<file path="src/rtl/cpu_run_ctrl_pkg.sv">
// Shared state codes, mode encodings and widths for the run/step controller.
package cpu_run_ctrl_pkg;

   localparam int STATE_W = 3;

   typedef enum logic [STATE_W-1:0] {
      ST_RST_HOLD = 3'd0,
      ST_HALT     = 3'd1,
      ST_RUN      = 3'd2,
      ST_STEP     = 3'd3,
      ST_RUNN     = 3'd4
   } run_state_e;

   localparam logic [1:0] MODE_HALT = 2'b00;
   localparam logic [1:0] MODE_RUN  = 2'b01;
   localparam logic [1:0] MODE_STEP = 2'b10;
   localparam logic [1:0] MODE_RUNN = 2'b11;

endpackage

</file>
<file path="src/rtl/cpu_run_ctrl_if.sv">
// Controller <-> processor core signals: reset, clock enable, PC and completion pulse.
interface cpu_run_ctrl_if #(
   parameter int PC_WIDTH = 8
);
   // Handshake: cpu_instr_done is a one-cycle pulse from the core; it only counts
   // in a cycle where cpu_clk_en is high, otherwise the controller ignores it.
   logic [PC_WIDTH-1:0] cpu_pc;
   logic                cpu_instr_done;
   logic                cpu_reset_n;
   logic                cpu_clk_en;

   modport master (
      input  cpu_pc,
      input  cpu_instr_done,
      output cpu_reset_n,
      output cpu_clk_en
   );

   modport slave (
      output cpu_pc,
      output cpu_instr_done,
      input  cpu_reset_n,
      input  cpu_clk_en
   );
endinterface

</file>
<file path="src/rtl/cpu_run_ctrl_sat_counter.sv">
// Saturating up-counter with synchronous clear; clear wins over increment.
module sat_counter #(
   parameter int WIDTH = 16
) (
   input  logic             clock,
   input  logic             reset,
   input  logic             inc,
   input  logic             clr,
   output logic [WIDTH-1:0] count
);

   always_ff @(posedge clock) begin
      if (!reset) begin
         count <= '0;
      end else if (clr) begin
         count <= '0;
      end else if (inc && (count != '1)) begin
         count <= count + 1'b1;
      end
   end

endmodule

</file>
<file path="src/rtl/cpu_run_ctrl.sv">
// Run/step controller producing the core's reset and clock enable, with display counters.
// Optional PC breakpoint halt in RUN/RUNN is enabled by defining CPU_RUN_CTRL_BREAKPOINT_EN.
module cpu_run_ctrl
   import cpu_run_ctrl_pkg::*;
#(
   parameter int PC_WIDTH  = 8,
   parameter int CNT_WIDTH = 16,
   parameter int RST_HOLD  = 2
) (
   input  logic                 clock,
   input  logic                 reset,
   input  logic [1:0]           mode,
   input  logic                 go,
   input  logic [CNT_WIDTH-1:0] run_count,
   input  logic                 clear_counts,
   cpu_run_ctrl_if.master       cpu,
`ifdef CPU_RUN_CTRL_BREAKPOINT_EN
   input  logic                 bp_enable,
   input  logic [PC_WIDTH-1:0]  bp_addr,
`endif
   output logic                 running,
   output logic [STATE_W-1:0]   state,
   output logic [CNT_WIDTH-1:0] cycle_count,
   output logic [CNT_WIDTH-1:0] instr_count
);

   localparam int HOLD_W = (RST_HOLD > 1) ? $clog2(RST_HOLD) : 1;
   localparam logic [HOLD_W-1:0] HOLD_LAST = HOLD_W'(RST_HOLD - 1);

   run_state_e           state_q, state_d;
   logic [HOLD_W-1:0]    hold_q, hold_d;
   logic [CNT_WIDTH-1:0] remaining_q, remaining_d;
   logic                 go_q, go_rise_q;
   logic                 bp_hit;
   logic                 clk_en, core_rst_n;

`ifdef CPU_RUN_CTRL_BREAKPOINT_EN
   assign bp_hit = cpu.cpu_instr_done & bp_enable & (cpu.cpu_pc == bp_addr);
`else
   assign bp_hit = 1'b0;
`endif

   // go_q resets high so a go level held through reset never reads as a rising edge.
   always_ff @(posedge clock) begin
      if (!reset) begin
         state_q     <= ST_RST_HOLD;
         hold_q      <= '0;
         remaining_q <= '0;
         go_q        <= 1'b1;
         go_rise_q   <= 1'b0;
      end else begin
         state_q     <= state_d;
         hold_q      <= hold_d;
         remaining_q <= remaining_d;
         go_q        <= go;
         go_rise_q   <= go & ~go_q;
      end
   end

   always_comb begin
      state_d     = state_q;
      hold_d      = hold_q;
      remaining_d = remaining_q;
      case (state_q)
         ST_RST_HOLD: begin
            if (hold_q == HOLD_LAST) state_d = ST_HALT;
            else                     hold_d  = hold_q + 1'b1;
         end
         ST_HALT: begin
            if (go_rise_q) begin
               case (mode)
                  MODE_RUN:  state_d = ST_RUN;
                  MODE_STEP: state_d = ST_STEP;
                  MODE_RUNN: begin
                     if (run_count != '0) begin
                        state_d     = ST_RUNN;
                        remaining_d = run_count;
                     end
                  end
                  default: ;
               endcase
            end
         end
         ST_RUN: begin
            if ((mode == MODE_HALT) || bp_hit) state_d = ST_HALT;
         end
         ST_STEP: begin
            if ((mode == MODE_HALT) || cpu.cpu_instr_done) state_d = ST_HALT;
         end
         ST_RUNN: begin
            if (cpu.cpu_instr_done) remaining_d = remaining_q - 1'b1;
            if ((mode == MODE_HALT) || bp_hit ||
                (cpu.cpu_instr_done && (remaining_q == CNT_WIDTH'(1))))
               state_d = ST_HALT;
         end
         default: state_d = ST_HALT;
      endcase
   end

   // Core-facing outputs decode the registered state only, so they are glitch-free.
   assign core_rst_n      = (state_q != ST_RST_HOLD);
   assign clk_en          = (state_q != ST_HALT);
   assign running         = (state_q == ST_RUN) || (state_q == ST_STEP) || (state_q == ST_RUNN);
   assign state           = state_q;
   assign cpu.cpu_reset_n = core_rst_n;
   assign cpu.cpu_clk_en  = clk_en;

   sat_counter #(.WIDTH(CNT_WIDTH)) u_cycle_cnt (
      .clock (clock),
      .reset (reset),
      .inc   (clk_en & core_rst_n),
      .clr   (clear_counts),
      .count (cycle_count)
   );

   sat_counter #(.WIDTH(CNT_WIDTH)) u_instr_cnt (
      .clock (clock),
      .reset (reset),
      .inc   (cpu.cpu_instr_done & clk_en),
      .clr   (clear_counts),
      .count (instr_count)
   );

endmodule

</file>
<file path="src/flat_wrapper.sv">
// flat-port wrapper written by rule: the top's interface ports become plain ports
module cpu_run_ctrl_flat import cpu_run_ctrl_pkg::*;
#(
   parameter int PC_WIDTH  = 8,
   parameter int CNT_WIDTH = 16,
   parameter int RST_HOLD  = 2
)
  (clock, reset, mode, go, run_count, clear_counts, running, state, cycle_count, instr_count, cpu_cpu_pc, cpu_cpu_instr_done, cpu_cpu_reset_n, cpu_cpu_clk_en);
  cpu_run_ctrl_if #(.PC_WIDTH(PC_WIDTH)) cpu_i ();
  input  logic clock;
  input  logic reset;
  input  logic [1:0] mode;
  input  logic go;
  input  logic [CNT_WIDTH-1:0] run_count;
  input  logic clear_counts;
  output logic running;
  output logic [STATE_W-1:0] state;
  output logic [CNT_WIDTH-1:0] cycle_count;
  output logic [CNT_WIDTH-1:0] instr_count;
  input wire logic [$bits(cpu_i.cpu_pc)-1:0] cpu_cpu_pc;
  input wire logic [$bits(cpu_i.cpu_instr_done)-1:0] cpu_cpu_instr_done;
  output wire logic [$bits(cpu_i.cpu_reset_n)-1:0] cpu_cpu_reset_n;
  output wire logic [$bits(cpu_i.cpu_clk_en)-1:0] cpu_cpu_clk_en;
  assign cpu_i.cpu_pc = cpu_cpu_pc;
  assign cpu_i.cpu_instr_done = cpu_cpu_instr_done;
  assign cpu_cpu_reset_n = cpu_i.cpu_reset_n;
  assign cpu_cpu_clk_en = cpu_i.cpu_clk_en;
  cpu_run_ctrl #(.PC_WIDTH(PC_WIDTH), .CNT_WIDTH(CNT_WIDTH), .RST_HOLD(RST_HOLD)) u_core (.clock(clock), .reset(reset), .mode(mode), .go(go), .run_count(run_count), .clear_counts(clear_counts), .cpu(cpu_i), .running(running), .state(state), .cycle_count(cycle_count), .instr_count(instr_count));
endmodule
</file>
<file path="config.mk">
export PLATFORM = sky130hd
export DESIGN_NAME = cpu_run_ctrl_flat
export DESIGN_NICKNAME = d
export VERILOG_FILES = /design/src/rtl/cpu_run_ctrl_pkg.sv /design/src/rtl/cpu_run_ctrl_if.sv /design/src/rtl/cpu_run_ctrl_sat_counter.sv /design/src/rtl/cpu_run_ctrl.sv /design/src/flat_wrapper.sv
export SDC_FILE = /design/constraint.sdc
export NUM_CORES = 1
export LEC_CHECK = 0
export CAP_MARGIN = 30
export CORE_MARGIN = 4
export CORE_UTILIZATION = 50
export DETAILED_ROUTE_END_ITERATION = 12
export PLACE_DENSITY = 0.77
export SYNTH_ARGS = -nofsm -noshare
export SYNTH_HDL_FRONTEND = slang
export SYNTH_SLANG_ARGS = --single-unit
export TNS_END_PERCENT = 5
</file>
<file path="constraint.sdc">
create_clock -name clock -period 2.3 [get_ports clock]
set_input_delay 0.23 -clock clock [delete_from_list [all_inputs] [get_ports clock]]
set_output_delay 0.23 -clock clock [all_outputs]
set_load 0.01 [all_outputs]
</file>
==> results.txt, run 1 <==
- Result of the run: completed
- The area growth from synthesis to layout is 26.4%.
- Counting tap cells, the placed design contains a total of 489 instances.
- Share of the clock period used by the worst path after layout: 0.943
* Commonest cells in the netlist: sky130_fd_sc_hd__dfxtp_1, sky130_fd_sc_hd__nor2_1, sky130_fd_sc_hd__a21oi_1
- Summed over all layers, the routed wires come to 6.98 mm.
- The tool flagged a number of max-cap violations equal to 0.
* Number of standard cells in the layout, taps in and fillers out: 497
* Largest area contributor in the netlist: sky130_fd_sc_hd__dfxtp_1
- For the final routed database, the setup TNS stands at 0 ns.
* Cell count after synthesis: 367
* Count of different cell masters after synthesis: 53
- Number of DRC markers in iteration 0: 192
* Initial Util: 0.529
- The worst path in the final design needs a cycle of 2.17 ns, including I/O delays and setup.
* Clock Root Buffer: sky130_fd_sc_hd__clkbuf_8
- The min-delay analysis places its worst path in the category flop to flop.
* Mean cell area of the mapped netlist: 8.18 um2
- CTS tree: yes
* Post-route DRC violation count: 0
- Buffers from clock root to sink, at most: 2
* Most used DFF post-synth: sky130_fd_sc_hd__dfxtp_1
- Together, buffers and inverters on the worst path number 1.
- Clock latency on the worst-skew pair: 0.30 ns
* Worst endpoint data arrival time: 1.94 ns
* Number of gates resized after cts: 0
- Storage element area: 1080 um2
- Slew of the pin with the lowest slew margin: 0.439 ns
- LEAKAGE: 1.28 nW
- Hold Vio Cnt, Final: 0
* Number of port buffers: 60
* Headroom to the max-slew limit: 0.705
- The critical path in this run is classified as flop to output port.
- Of the post-synthesis cell area, the dominant cell type holds 0.360.
- The number of antenna diodes in the final layout is 0.
- The slowest stage of the critical path belongs to the cell sky130_fd_sc_hd__clkdlybuf4s50_1.
* First-pass GRT wire length: 11.7 mm
* Pin count of the biggest net entering global routing: 36
- CP peak stage delay: 0.54 ns
* RD Place Congestion: 0.810
- Post-DRT Antenna Nets: 0
* Number of global-route vias before repair: 2509
- Of all flip-flops after synthesis, the portion carrying an async set or reset was 0.
* Setup fix buffers added after clock tree synthesis: 0
* Cell with the most instances after synthesis: sky130_fd_sc_hd__dfxtp_1
* Htree depth: 2
- 69 I/O pins were placed.
- The floorplan step defined a core boundary enclosing 5680 um2.
* Detail-routed via count per cell: 5.73
- Counting every net in the synthesized netlist gives 406.
- In this run, synthesis produced a sequential element count of 54.
- Seq/Total Area, Yosys: 0.360
- After the last flow step, the layout net total stands at 463.
- Across every metal layer, demand over resource in global routing totals 0.192.
* Netlist area before placement: 3000 um2
- From left edge to right edge, the die measures 85.5 um.
- Cell family with most CP delay: simple AND/OR/NAND/NOR gates
- Largest voltage drop on the vdd net: 0.324 mV
* FMAX: 461 MHz
* Cell breakdown of the critical path: or3b_1 > nand2b_1 > clkdlybuf4s50_1
- Global routing finished with a remaining overflow of 0.
* CP endpoint kind: output port
- Dividing the detail-routed wire length by the instance count gives 14.0 um.
* Full die area: 7300 um2
- In the final layout, the multi-input gates occupy 1790 um2.
- The worst setup path is launched from a flop.
- The wire-length estimate of the detail-placed layout is 5.08 mm.
* Final Skew: 0.00912 ns
- The filler cells instantiated in the layout total 490.
- CTS saw 54 sinks.
- By area the synthesized netlist is led by sky130_fd_sc_hd__dfxtp_1, sky130_fd_sc_hd__nor2_1, sky130_fd_sc_hd__xnor2_1.
- Layout cell share with drive strength beyond 1: 0.0706
- Counting the buffers created by CTS gives 5.
- Setup Viol. Count Final: 0
- Setup repair after global routing missed its margin: no
- Yosys warning count: 0
- Buffers inserted to repair hold after CTS numbered 0.
- Antenna violations before repair: 0
* Ratio of total power to cell area: 466 nW/um2
- Pins Over Slew Limit: 0
- Data required time of the worst path: 2.07 ns
- The detailed router placed 2849 vias in this run.
- First drt pass iteration count: 5
- Total number of placement rows: 27
* Crit path max fanout: 12
- Die outline height: 85.5 um
* Post-synth EDFFs: 0
* Clock transition at the register clock pins on the worst setup and hold paths after CTS: 0.10 ns
==> cell type report <==
cell class,instances,area share
clock inverter,2,0.00330
inverter,11,0.0109
timing repair buffer,71,0.183
tap,72,0.0238
multi-input combinational,281,0.472
clock buffer,6,0.0218
sequential,54,0.285
==> state kept, by name, indices dropped and copies added (netlist names) <==
signal,count
u_core.u_cycle_cnt.count,16
u_core.hold_q,1
u_core.u_instr_cnt.count,16
u_core.go_q,1
u_core.state,3
u_core.remaining_q,16
u_core.go_rise_q,1
==> logic make-up after synthesis <==
group,share of synthesized area
AO/OA/AOI/OAI,0.183
flip-flops,0.360
buffers and inverters,0.0438
multiplexers,0.0100
AND/OR/NAND/NOR,0.294
adder cells (fa/ha/maj),0.0334
XOR/XNOR,0.0759
==> metal layers <==
layer | GRT usage | share of wire | vias to the layer above
li1 | - | - | 1443
met5 | 0 | 0 | -
met4 | 0.0475 | 0.0082 | 0
met3 | 0.0350 | 0.049 | 5
met2 | 0.301 | 0.46 | 62
met1 | 0.273 | 0.48 | 1339
==> worst paths after layout <==
path / start / endpoint / slack [ns] / cells past startpoint
setup / recovery: u_core.state[2] / running / 0.13 / 3
hold / removal: u_core.go_q / u_core.go_rise_q / 0.39 / 1
setup reg to reg: u_core.remaining_q[3] / u_core.remaining_q[9] / 0.18 / 5
hold reg to reg: u_core.go_q / u_core.go_rise_q / 0.39 / 1
==> where the power goes <==
group / switching [mW] / total (mW) / internal (mW)
combinational: 0.121 / 0.253 / 0.132
clock: 0.299 / 0.541 / 0.243
sequential: 0.0233 / 0.972 / 0.949
==> layout by cell type (no fill, tap or decap), types with 6 or more instances in the layout <==
master and instances:
sky130_fd_sc_hd__clkdlybuf4s50_1 60, sky130_fd_sc_hd__dfxtp_1 54, sky130_fd_sc_hd__nor2_1 53, sky130_fd_sc_hd__a21oi_1 25
sky130_fd_sc_hd__xnor2_1 20, sky130_fd_sc_hd__nand2_1 19, sky130_fd_sc_hd__nand3_1 15, sky130_fd_sc_hd__nor3_1 14
sky130_fd_sc_hd__o211ai_1 12, sky130_fd_sc_hd__o21ai_0 11, sky130_fd_sc_hd__nor4_1 11, sky130_fd_sc_hd__inv_1 10
sky130_fd_sc_hd__buf_4 10, sky130_fd_sc_hd__o31ai_1 9, sky130_fd_sc_hd__ha_1 8, sky130_fd_sc_hd__or3_1 6
sky130_fd_sc_hd__nand2b_1 6, sky130_fd_sc_hd__nand4_1 6, sky130_fd_sc_hd__xor2_1 6, sky130_fd_sc_hd__clkbuf_8 6
==> through the flow <==
step                power, mW  area (um2)  utilization  hold slack, ns  setup WS (ns)
floorplan                1.13        3000            -           0.331          0.345
global placement         1.24        3700        0.651           0.376          0.143
detailed placement       1.25        3700        0.651           0.378         0.0588
CTS                      1.79        3790        0.668           0.392          0.113
global route             1.84        3790        0.668           0.404         0.0315
finish                   1.77        3790        0.668           0.387          0.131
==> worst reg2reg max path: stages (launching register included) <==
cell	delay, ns
sky130_fd_sc_hd__dfxtp_1	0.37
sky130_fd_sc_hd__or4_1	0.75
sky130_fd_sc_hd__or3_1	0.45
sky130_fd_sc_hd__o21a_1	0.18
sky130_fd_sc_hd__o211ai_1	0.17
sky130_fd_sc_hd__o31ai_1	0.10
Note: power is estimated with default switching activity, not from simulation.
==> run 2: changes to the inputs <==
--- a/config.mk
+++ b/config.mk
@@ -9,6 +9,7 @@
 export CORE_MARGIN = 4
 export CORE_UTILIZATION = 50
 export DETAILED_ROUTE_END_ITERATION = 12
+export HOLD_SLACK_MARGIN = 0.03
 export PLACE_DENSITY = 0.77
 export SYNTH_ARGS = -nofsm -noshare
 export SYNTH_HDL_FRONTEND = slang
==> results of run 2 <==
No change in the layout: final DEF, timing and power equal those of run 1.
==> run 3: changes to the inputs <==
--- a/config.mk
+++ b/config.mk
@@ -6,7 +6,7 @@
 export NUM_CORES = 1
 export LEC_CHECK = 0
 export CAP_MARGIN = 30
-export CORE_MARGIN = 4
+export CORE_MARGIN = 10
 export CORE_UTILIZATION = 50
 export DETAILED_ROUTE_END_ITERATION = 12
 export HOLD_SLACK_MARGIN = 0.03
==> run 3 against run 2 <==
Routed wire length up 11%. Register-to-register slack better by 0.06 ns. Final cell count up 0.20%. Utilization is 2.0 points lower. Highest routed layer unchanged.
==> results.txt, run 3 (synthesis gave the netlist of run 1 again) <==
- The run finished with clean final reports.
- CORE AREA: 5890 um2
* Via count: 2843
* Initial Util: 0.510
- The worst path in the final design needs a cycle of 2.17 ns, including I/O delays and setup.
- Setup Viol. Count Final: 0
* Area delta synth->final: 27.1%
- Full die area: 9500 um2
- First-pass GRT wire length: 13.2 mm
- Clock transition at the register clock pins on the worst setup and hold paths after CTS: 0.10 ns
* Ratio of total power to cell area: 526 nW/um2
* Antenna violations before repair: 0
- The worst-case IR drop observed on VDD is 0.320 mV.
* Min-delay worst type: flop to flop
- Post-CTS repair changed the size of 0 cells.
- The number of global-route vias before repair was 2772.
* RD Place Congestion: 0.801
- The cell sitting at the root of the clock tree is a sky130_fd_sc_hd__clkbuf_8.
* CTS tree: yes
- After detailed routing, the number of vias per cell comes to 5.71.
* Critical Path Start Type: flop
* Buffers from clock root to sink, at most: 2
- I/O pin cnt: 69
- Crit path max fanout: 12
- Summed over all cells, the static leakage comes to 1.29 nW.
- The worst setup path is captured at an output port.
- Die Width: 97.5 um
* Wire length after detailed routing: 7.74 mm
* Setup repair after global routing missed its margin: no
- Count of antenna diodes in the layout: 0
- Pin count of the biggest net entering global routing: 36
* Number of max-capacitance violations reported: 0
- Row generation in the floorplan step produced 28 rows.
* Die outline height: 97.5 um
* Global route total overflow: 0
- Post-route DRC violation count: 0
- Post-CTS Hold Fix Bufs: 0
- Half-perimeter wire length after detailed placement: 5.65 mm
- Static timing analysis puts the maximum clock frequency at 461 MHz.
- Measured against its own limit, the worst slew margin works out to 0.626.
* First drt pass iteration count: 4
* Data required time of the worst path: 2.07 ns
* Pins Over Slew Limit: 0
- In this run the remaining antenna-violating nets after routing total 0.
* Worst Slack Setup Final: 0.129 ns
- Once the clock tree was built, the setup fixing pass inserted 0 buffers.
- Final Core Density: 0.648
- Most common library cell in the layout ignoring fill and taps: sky130_fd_sc_hd__clkdlybuf4s50_1
* Final nets: 461
* Number of DRC markers in iteration 0: 134
- Routed len/inst: 15.5 um
- On the final layout, the worst clock skew is 0.00713 ns.
* Slew of the pin with the lowest slew margin: 0.558 ns
- Total routing resource utilization after global routing: 0.160
- Of the cells placed in the final design, the portion with a size suffix greater than 1 is 0.0662.
* Sum of negative setup slack: 0 ns
- The final hold violation count was 0.
* Commonest cells after routing, fill and taps aside: sky130_fd_sc_hd__clkdlybuf4s50_1, sky130_fd_sc_hd__dfxtp_1, sky130_fd_sc_hd__nor2_1
- Worst endpoint data arrival time: 1.94 ns
* CTS Buf Count: 5
* Number of port buffers: 60
- After filler insertion, the fill cell instance count of the layout stands at 540.
- Htree depth: 2
- Registers with the highest flip-flop counts: u_core.remaining_q x16, u_core.u_cycle_cnt.count x16, u_core.u_instr_cnt.count x16
- Number of clock sinks: 54
- Timing analysis after detailed placement gives a worst setup slack of 0.0830 ns.
- At the later pin of the worst-skew pair, clock insertion delay measures 0.31 ns.
- The worst setup path is of the flop to output port kind.
- Share of the clock period used by the worst path after layout: 0.944
## run 3: changes by cell type in the layout (fill, tap and decap cells not counted), sizes merged
cell | before | now
buf | 11 | 9
bufinv | 0 | 2
clkinvlp | 1 | 0
clkinv | 2 | 1
## run 3: worst paths after layout
check | endpoint | slack, ns | from | cells after the start
worst max-delay path | running | 0.13 | u_core.state[2] | 3
worst min-delay path | u_core.go_rise_q | 0.40 | u_core.go_q | 1
worst max register to register | u_core.state[0] | 0.24 | u_core.remaining_q[4] | 4
worst min register to register | u_core.go_rise_q | 0.40 | u_core.go_q | 1
## run 3: routing by layer
layer | GRT usage | routed length, um | up-vias
li1 | - | - | 1450
met1 | 0.191 | 3430 | 1333
met2 | 0.266 | 3770 | 56
met3 | 0.0605 | 489 | 4
met4 | 0.0358 | 51 | 0
met5 | 0 | 0 | -
## run 3: cell type report
cell class | count | area [um2] | area share
Sequential cell | 54 | 1080 | 0.283
Clock buffer | 6 | 82.6 | 0.0216
Multi-Input combinational cell | 281 | 1790 | 0.469
Inverter | 11 | 41.3 | 0.0108
Tap cell | 75 | 93.8 | 0.0246
Timing Repair Buffer | 69 | 668 | 0.175
Clock inverter | 2 | 60.1 | 0.0157
## run 3: worst max-delay path, stage by stage, from the launching register on
cell and delay [ns]:
sky130_fd_sc_hd__dfxtp_1 0.54, sky130_fd_sc_hd__or3b_1 0.45, sky130_fd_sc_hd__nand2b_1 0.11, sky130_fd_sc_hd__clkdlybuf4s50_1 0.54
## run 3: through the flow
stage / hold WS [ns] / total power, mW / instance area [um2] / std cells
6_report: 0.400 / 2.01 / 3810 / 498
2_1_floorplan: 0.331 / 1.13 / 3000 / 367
3_3_place_gp: 0.375 / 1.24 / 3670 / 490
5_1_grt: 0.432 / 2.10 / 3810 / 498
3_5_place_dp: 0.385 / 1.25 / 3670 / 490
4_1_cts: 0.400 / 2.03 / 3810 / 498
## run 3: report_power, final
group / switching [mW] / internal [mW] / leakage (nW)
registers: 0.0228 / 0.949 / 0.436
clock network: 0.317 / 0.464 / 0.0714
logic: 0.126 / 0.129 / 0.785
total: 0.466 / 1.54 / 1.29
==> edit 1, RTL diff (flow settings as in run 2) <==
`RST_HOLD` is set to 2 in 2 places; all go to 1.
--- a/src/rtl/cpu_run_ctrl.sv
+++ b/src/rtl/cpu_run_ctrl.sv
@@ -5,7 +5,7 @@
 #(
    parameter int PC_WIDTH  = 8,
    parameter int CNT_WIDTH = 16,
-   parameter int RST_HOLD  = 2
+   parameter int RST_HOLD  = 1
 ) (
    input  logic                 clock,
    input  logic                 reset,
--- a/src/flat_wrapper.sv
+++ b/src/flat_wrapper.sv
@@ -3,7 +3,7 @@
 #(
    parameter int PC_WIDTH  = 8,
    parameter int CNT_WIDTH = 16,
-   parameter int RST_HOLD  = 2
+   parameter int RST_HOLD  = 1
 )
   (clock, reset, mode, go, run_count, clear_counts, running, state, cycle_count, instr_count, cpu_cpu_pc, cpu_cpu_instr_done, cpu_cpu_reset_n, cpu_cpu_clk_en);
   cpu_run_ctrl_if #(.PC_WIDTH(PC_WIDTH)) cpu_i ();
Formal check against the unedited RTL: not equivalent (a bounded check fails within 4 cycles, from zero or initial values and one cycle with reset low).
==> edit 1 against run 2 <==
Total power down 3.0%. Worst hold slack better by 0.0038 ns. Worst setup slack better by 0.10 ns. Sequential cell count down 1. Final area up 0.76%. Synthesized area up 1.8%. Final cell count up 2.2%. Clock skew down 0.0031 ns. Routed wire length up 13%. Critical path type unchanged. Largest power group unchanged.
==> edit 1: results (changes against run 2) <==
Global routing
The number of global-route vias before repair is 2844 (was 2509). The global-route wire length before repair was 13200 µm (was 11700 µm). The aggregate global-route resource usage was 0.215 (was 0.192).

The number of antenna violations at the first check in global routing is 0 (unchanged). The pin count of the biggest net entering global routing is 33 (was 36).

Timing
The actual transition at the worst max-transition pin was 0.552 ns (was 0.439 ns). The largest clock skew in the final design is 0.00597 ns (was 0.00912 ns).

Finish
Largest regs: u_core.remaining_q: 16 flops, u_core.u_cycle_cnt.count: 16 flops, u_core.u_instr_cnt.count: 16 flops (unchanged). The final antenna diode count came to 0 (unchanged). The final net count is 472 (was 463). The count of filler cells inserted in the layout was 517 (was 490).

The share of final-layout standard cells stronger than drive strength 1 is 0.0808 (was 0.0706).

Clock tree
The CTS clock-pin slew for the worst setup and hold paths is 0.09 ns. The number of buffers created by CTS is 5 (unchanged). The library cell used as clock root buffer is sky130_fd_sc_hd__clkbuf_8 (unchanged). The deepest clock path buffer count is 2 (unchanged). The clock network latency to the later pin of the worst-skew pair was 0.30 ns (about the same). The number of resized instances in the post-cts repair step is 0 (unchanged). The total setup buffers inserted after CTS is 0 (unchanged). The maximum level of the CTS H-tree is 2 (unchanged).

Run status
Run status: complete, no violations (unchanged).

Synth
The count of unique library cells instantiated by Yosys is 60 (was 53). Cell types with the highest counts after synthesis: sky130_fd_sc_hd__dfxtp_1 (53), sky130_fd_sc_hd__nor2_1 (41), sky130_fd_sc_hd__nand2_1 (31) (was sky130_fd_sc_hd__dfxtp_1 (54), sky130_fd_sc_hd__nor2_1 (53), sky130_fd_sc_hd__a21oi_1 (25)). The post-synthesis net count is 415 (was 406). The count of warnings emitted by yosys was 0 (unchanged). The async set-reset flop share out of synthesis is 0 (unchanged). The number of flops mapped to enable cells by yosys came to 0 (unchanged).

Top post-synthesis cells by area: sky130_fd_sc_hd__dfxtp_1 (35%), sky130_fd_sc_hd__nor2_1 (5.0%), sky130_fd_sc_hd__a21oi_1 (4.8%) (was sky130_fd_sc_hd__dfxtp_1 (36%), sky130_fd_sc_hd__nor2_1 (6.6%), sky130_fd_sc_hd__xnor2_1 (5.8%)). The fraction of the yosys area taken by sequential cells is 0.348 (was 0.360). The predominant post-synthesis flop cell is sky130_fd_sc_hd__dfxtp_1 (unchanged).

Power and ir drop
The maximum VDD drop is 0.299 mV (was 0.324 mV). The leakage dissipation is 0.00134 µW (was 0.00128 µW).

Drt
The count of vias placed by the detailed router came to 3112 (was 2849). The number of iterations in the first detailed-routing pass is 5 (unchanged). The post-detailed-route wirelength per cell is 15.6 µm (was 14.0 µm). The violation count after the first detailed-route iteration is 238 (was 192).

Min path
The class of the tightest hold or removal check is flop to flop (unchanged).

Worst setup path
The top fanout value on the critical path is 8 (was 12). The data arrival time of the critical path is 1.84 ns (was 1.94 ns).

Placed design
The post-detailed-placement half-perimeter wirelength is 5620 µm (was 5080 µm). The cell area after placement is 3730 µm² (was 3700 µm²). The quantity of I/O buffers inserted on ports is 60 (unchanged). The last weighted congestion value of the routability-driven placer is 0.892 (was 0.810).
-- edit 1: changes by cell type in the layout (fill, tap and decap cells not counted), moves of 5 or more --
cell and delta:
sky130_fd_sc_hd__o31ai_1 -5, sky130_fd_sc_hd__nand4_1 +6, sky130_fd_sc_hd__nor2_1 -12, sky130_fd_sc_hd__xnor2_1 -6
sky130_fd_sc_hd__o211ai_1 -5, sky130_fd_sc_hd__nand2_1 +12, sky130_fd_sc_hd__nor3_1 -6, sky130_fd_sc_hd__a31oi_1 +7
sky130_fd_sc_hd__a21o_1 +5
-- edit 1: final cells by class --
class | instances | area share
Clock buffer | 6 | 0.0216
Clock inverter | 1 | 0.00197
Inverter | 11 | 0.0108
Multi-Input combinational cell | 288 | 0.475
Sequential cell | 53 | 0.278
Tap cell | 75 | 0.0246
Timing Repair Buffer | 74 | 0.188
-- edit 1: critical path: stages (launching register included) --
cell and delay, ns:
sky130_fd_sc_hd__dfxtp_1 0.49, sky130_fd_sc_hd__nor3b_2 0.29, sky130_fd_sc_hd__inv_1 0.11, sky130_fd_sc_hd__buf_4 0.17, sky130_fd_sc_hd__clkdlybuf4s50_1 0.48
-- edit 1: stage by stage --
stage	util	std cells	setup WS, ns
2_1_floorplan	-	376	0.383
3_3_place_gp	0.630	501	0.238
3_5_place_dp	0.630	501	0.215
4_1_cts	0.645	508	0.244
5_1_grt	0.645	508	0.106
6_report	0.645	508	0.232
-- edit 1: kinds of logic after synthesis --
kind of cell | after synthesis | synth area share
compound gates | 96 | 0.209
xor+xnor | 17 | 0.0488
fa+ha+maj | 8 | 0.0328
buf+inv | 35 | 0.0578
flops | 53 | 0.348
mux | 3 | 0.00984
simple gates | 164 | 0.294
-- edit 1: worst paths after layout --
kind / start / depth (start not counted) / to / slack [ns]
setup / recovery: u_core.state[0] / 4 / cpu_cpu_clk_en / 0.23
hold / removal: u_core.go_q / 1 / u_core.go_rise_q / 0.39
setup reg to reg: u_core.u_cycle_cnt.count[0] / 6 / u_core.u_cycle_cnt.count[13] / 0.34
hold reg to reg: u_core.go_q / 1 / u_core.go_rise_q / 0.39
-- edit 1: metal layers --
layer / track usage / wire length (µm) / vias to the layer above / share of wire
met3: 0.0442 / 527 / 9 / 0.067
met2: 0.334 / 3620 / 122 / 0.46
met5: 0 / 0 / - / 0
met4: 0.0662 / 74 / 0 / 0.0094
li1: - / - / 1505 / -
met1: 0.298 / 3680 / 1476 / 0.47
-- edit 1: power by group --
group	internal [µW]	switching, µW
registers	927	17.0
logic	116	119
clock network	239	297
total	1280	433
==> edit 2, RTL diff (settings of run 2) <==
Made on the original files. Put a register stage on the output `cycle_count`, with the module's reset. The value now appears one clock later. The other outputs are not delayed to match.
--- a/src/rtl/cpu_run_ctrl.sv
+++ b/src/rtl/cpu_run_ctrl.sv
@@ -26,6 +26,8 @@
 
    localparam int HOLD_W = (RST_HOLD > 1) ? $clog2(RST_HOLD) : 1;
    localparam logic [HOLD_W-1:0] HOLD_LAST = HOLD_W'(RST_HOLD - 1);
+
+   logic [CNT_WIDTH-1:0] cycle_count_d;
 
    run_state_e           state_q, state_d;
    logic [HOLD_W-1:0]    hold_q, hold_d;
@@ -110,7 +112,7 @@
       .reset (reset),
       .inc   (clk_en & core_rst_n),
       .clr   (clear_counts),
-      .count (cycle_count)
+      .count (cycle_count_d)
    );
 
    sat_counter #(.WIDTH(CNT_WIDTH)) u_instr_cnt (
@@ -121,5 +123,13 @@
       .count (instr_count)
    );
 
+   always_ff @(posedge clock) begin
+      if (!reset) begin
+         cycle_count <= '0;
+      end else begin
+         cycle_count <= cycle_count_d;
+      end
+   end
+
 endmodule
 
Function: changed (Yosys sat finds a counterexample within 10 cycles, from zero or initial values and one cycle with reset low).
==> edit 2 against run 2 <==
Count of clock-buffer cells in the layout grew 4. Maximum frequency is 3.3% higher. Final area is 16% higher. Worst setup slack gained 0.070 ns. Total power up 49%. First-iteration DRC count decreased by 49%. Register-to-register slack gained 0.02 ns. Combinational power up 49%. Non-clock buffer count down 1. Global-route usage up 0.52 points. Routed wire length up 16%. Synthesized area up 16%. Sequential cell count is 16 higher. Clock skew barely moved. Critical path type is now flop to flop. Largest power group unchanged. Highest routed layer unchanged.
==> edit 2: results (changes against run 2) <==
Clock tree
The number of buffers created by CTS came to 9 (was 5). The CTS clock-pin slew for the worst setup and hold paths is 0.08 ns (was 0.10 ns). The maximum level of the CTS H-tree is 3 (was 2). The clock network latency to the later pin of the worst-skew pair is 0.35 ns (was 0.30 ns).

Timing
The worst slew margin relative to its limit is 0.645 (was 0.705).

Drt
The violation count after the first detailed-route iteration is 97 (was 192). The sum of met3 wire segment lengths after detailed routing was 468 µm (was 341 µm). The post-detailed-route wirelength per cell is 14.4 µm (was 14.0 µm). The routed length on met2 is 3810 µm (was 3240 µm).

Power and ir drop
The power of the combinational group is 377 µW (was 253 µW). The switching power share of the total was 0.268 (was 0.251). The clock power share was 0.374 (was 0.306).

The maximum VDD drop was 0.320 mV (was 0.324 mV). The leakage dissipation is 0.00160 µW (was 0.00128 µW). The post-layout total power is 2640 µW (was 1770 µW).

Placed design
The post-detailed-placement half-perimeter wirelength is 5620 µm (was 5080 µm). The cell area after placement is 4200 µm² (was 3700 µm²). The setup slack after placement is 0.213 ns (was 0.0588 ns).

Global routing
The met3 layer usage reported by global route is 0.0597 (was 0.0350). The global-route wire length before repair was 13600 µm (was 11700 µm). The met1 capacity usage during global routing is 0.254 (was 0.273). The pin count of the biggest net entering global routing is 33 (was 36).

The met2 usage is 0.310 (was 0.301). The number of global-route vias before repair is 2948 (was 2509).

Worst setup path
The cell with the largest stage delay on the worst path is sky130_fd_sc_hd__or4b_1 (was sky130_fd_sc_hd__clkdlybuf4s50_1). The register-to-register path setup slack is 0.20 ns (was 0.18 ns). The top fanout value on the critical path was 6 (was 12).

The data arrival time of the critical path was 2.35 ns (was 1.94 ns). The end of the critical path is u_core.remaining_q[10] (was running).

Run status
Run status: complete, no violations (unchanged).

Finish
The final net count came to 501 (was 463). The share of final-layout standard cells stronger than drive strength 1 was 0.0835 (was 0.0706). The post-layout instance count excluding filler cells is 563 (was 497).

The count of filler cells inserted in the layout is 557 (was 490).

Synth
The count of unique library cells instantiated by Yosys came to 51 (was 53). Top post-synthesis cells by area: sky130_fd_sc_hd__dfxtp_1 (40%), sky130_fd_sc_hd__xor2_1 (4.8%), sky130_fd_sc_hd__nor2_1 (4.7%) (was sky130_fd_sc_hd__dfxtp_1 (36%), sky130_fd_sc_hd__nor2_1 (6.6%), sky130_fd_sc_hd__xnor2_1 (5.8%)). The fraction of the yosys area taken by sequential cells is 0.403 (was 0.360).
## edit 2: cell types whose count changed in the layout (fill, tap and decap cells not counted), sizes merged, moves of 5 or more
| cell | change |
|---|---|
| nand2 | +12 |
| nor3 | -7 |
| and2 | +17 |
| and3 | +9 |
| o211ai | +5 |
| nor2 | -9 |
| nand4 | +5 |
| xnor2 | -10 |
| dfxtp | +16 |
| xor2 | +13 |
## edit 2: logic make-up after synthesis
family | Yosys count | share of synthesized area
multiplexers | 4 | 0.0115
adder cells (fa/ha/maj) | 8 | 0.0288
buffers and inverters | 32 | 0.0392
AO/OA/AOI/OAI | 79 | 0.155
XOR/XNOR | 29 | 0.0730
flip-flops | 70 | 0.403
AND/OR/NAND/NOR | 183 | 0.290
## edit 2: final cells by class
type                    count  area [µm²]  share of cell area
flip-flops and latches     70        1400               0.319
repair buffers             70         701               0.159
inverters                   8        30.0             0.00683
clock inverters             6        71.3              0.0162
clock buffers              10         128              0.0290
well taps                  96         120              0.0273
multi-input cells         303        1940               0.442
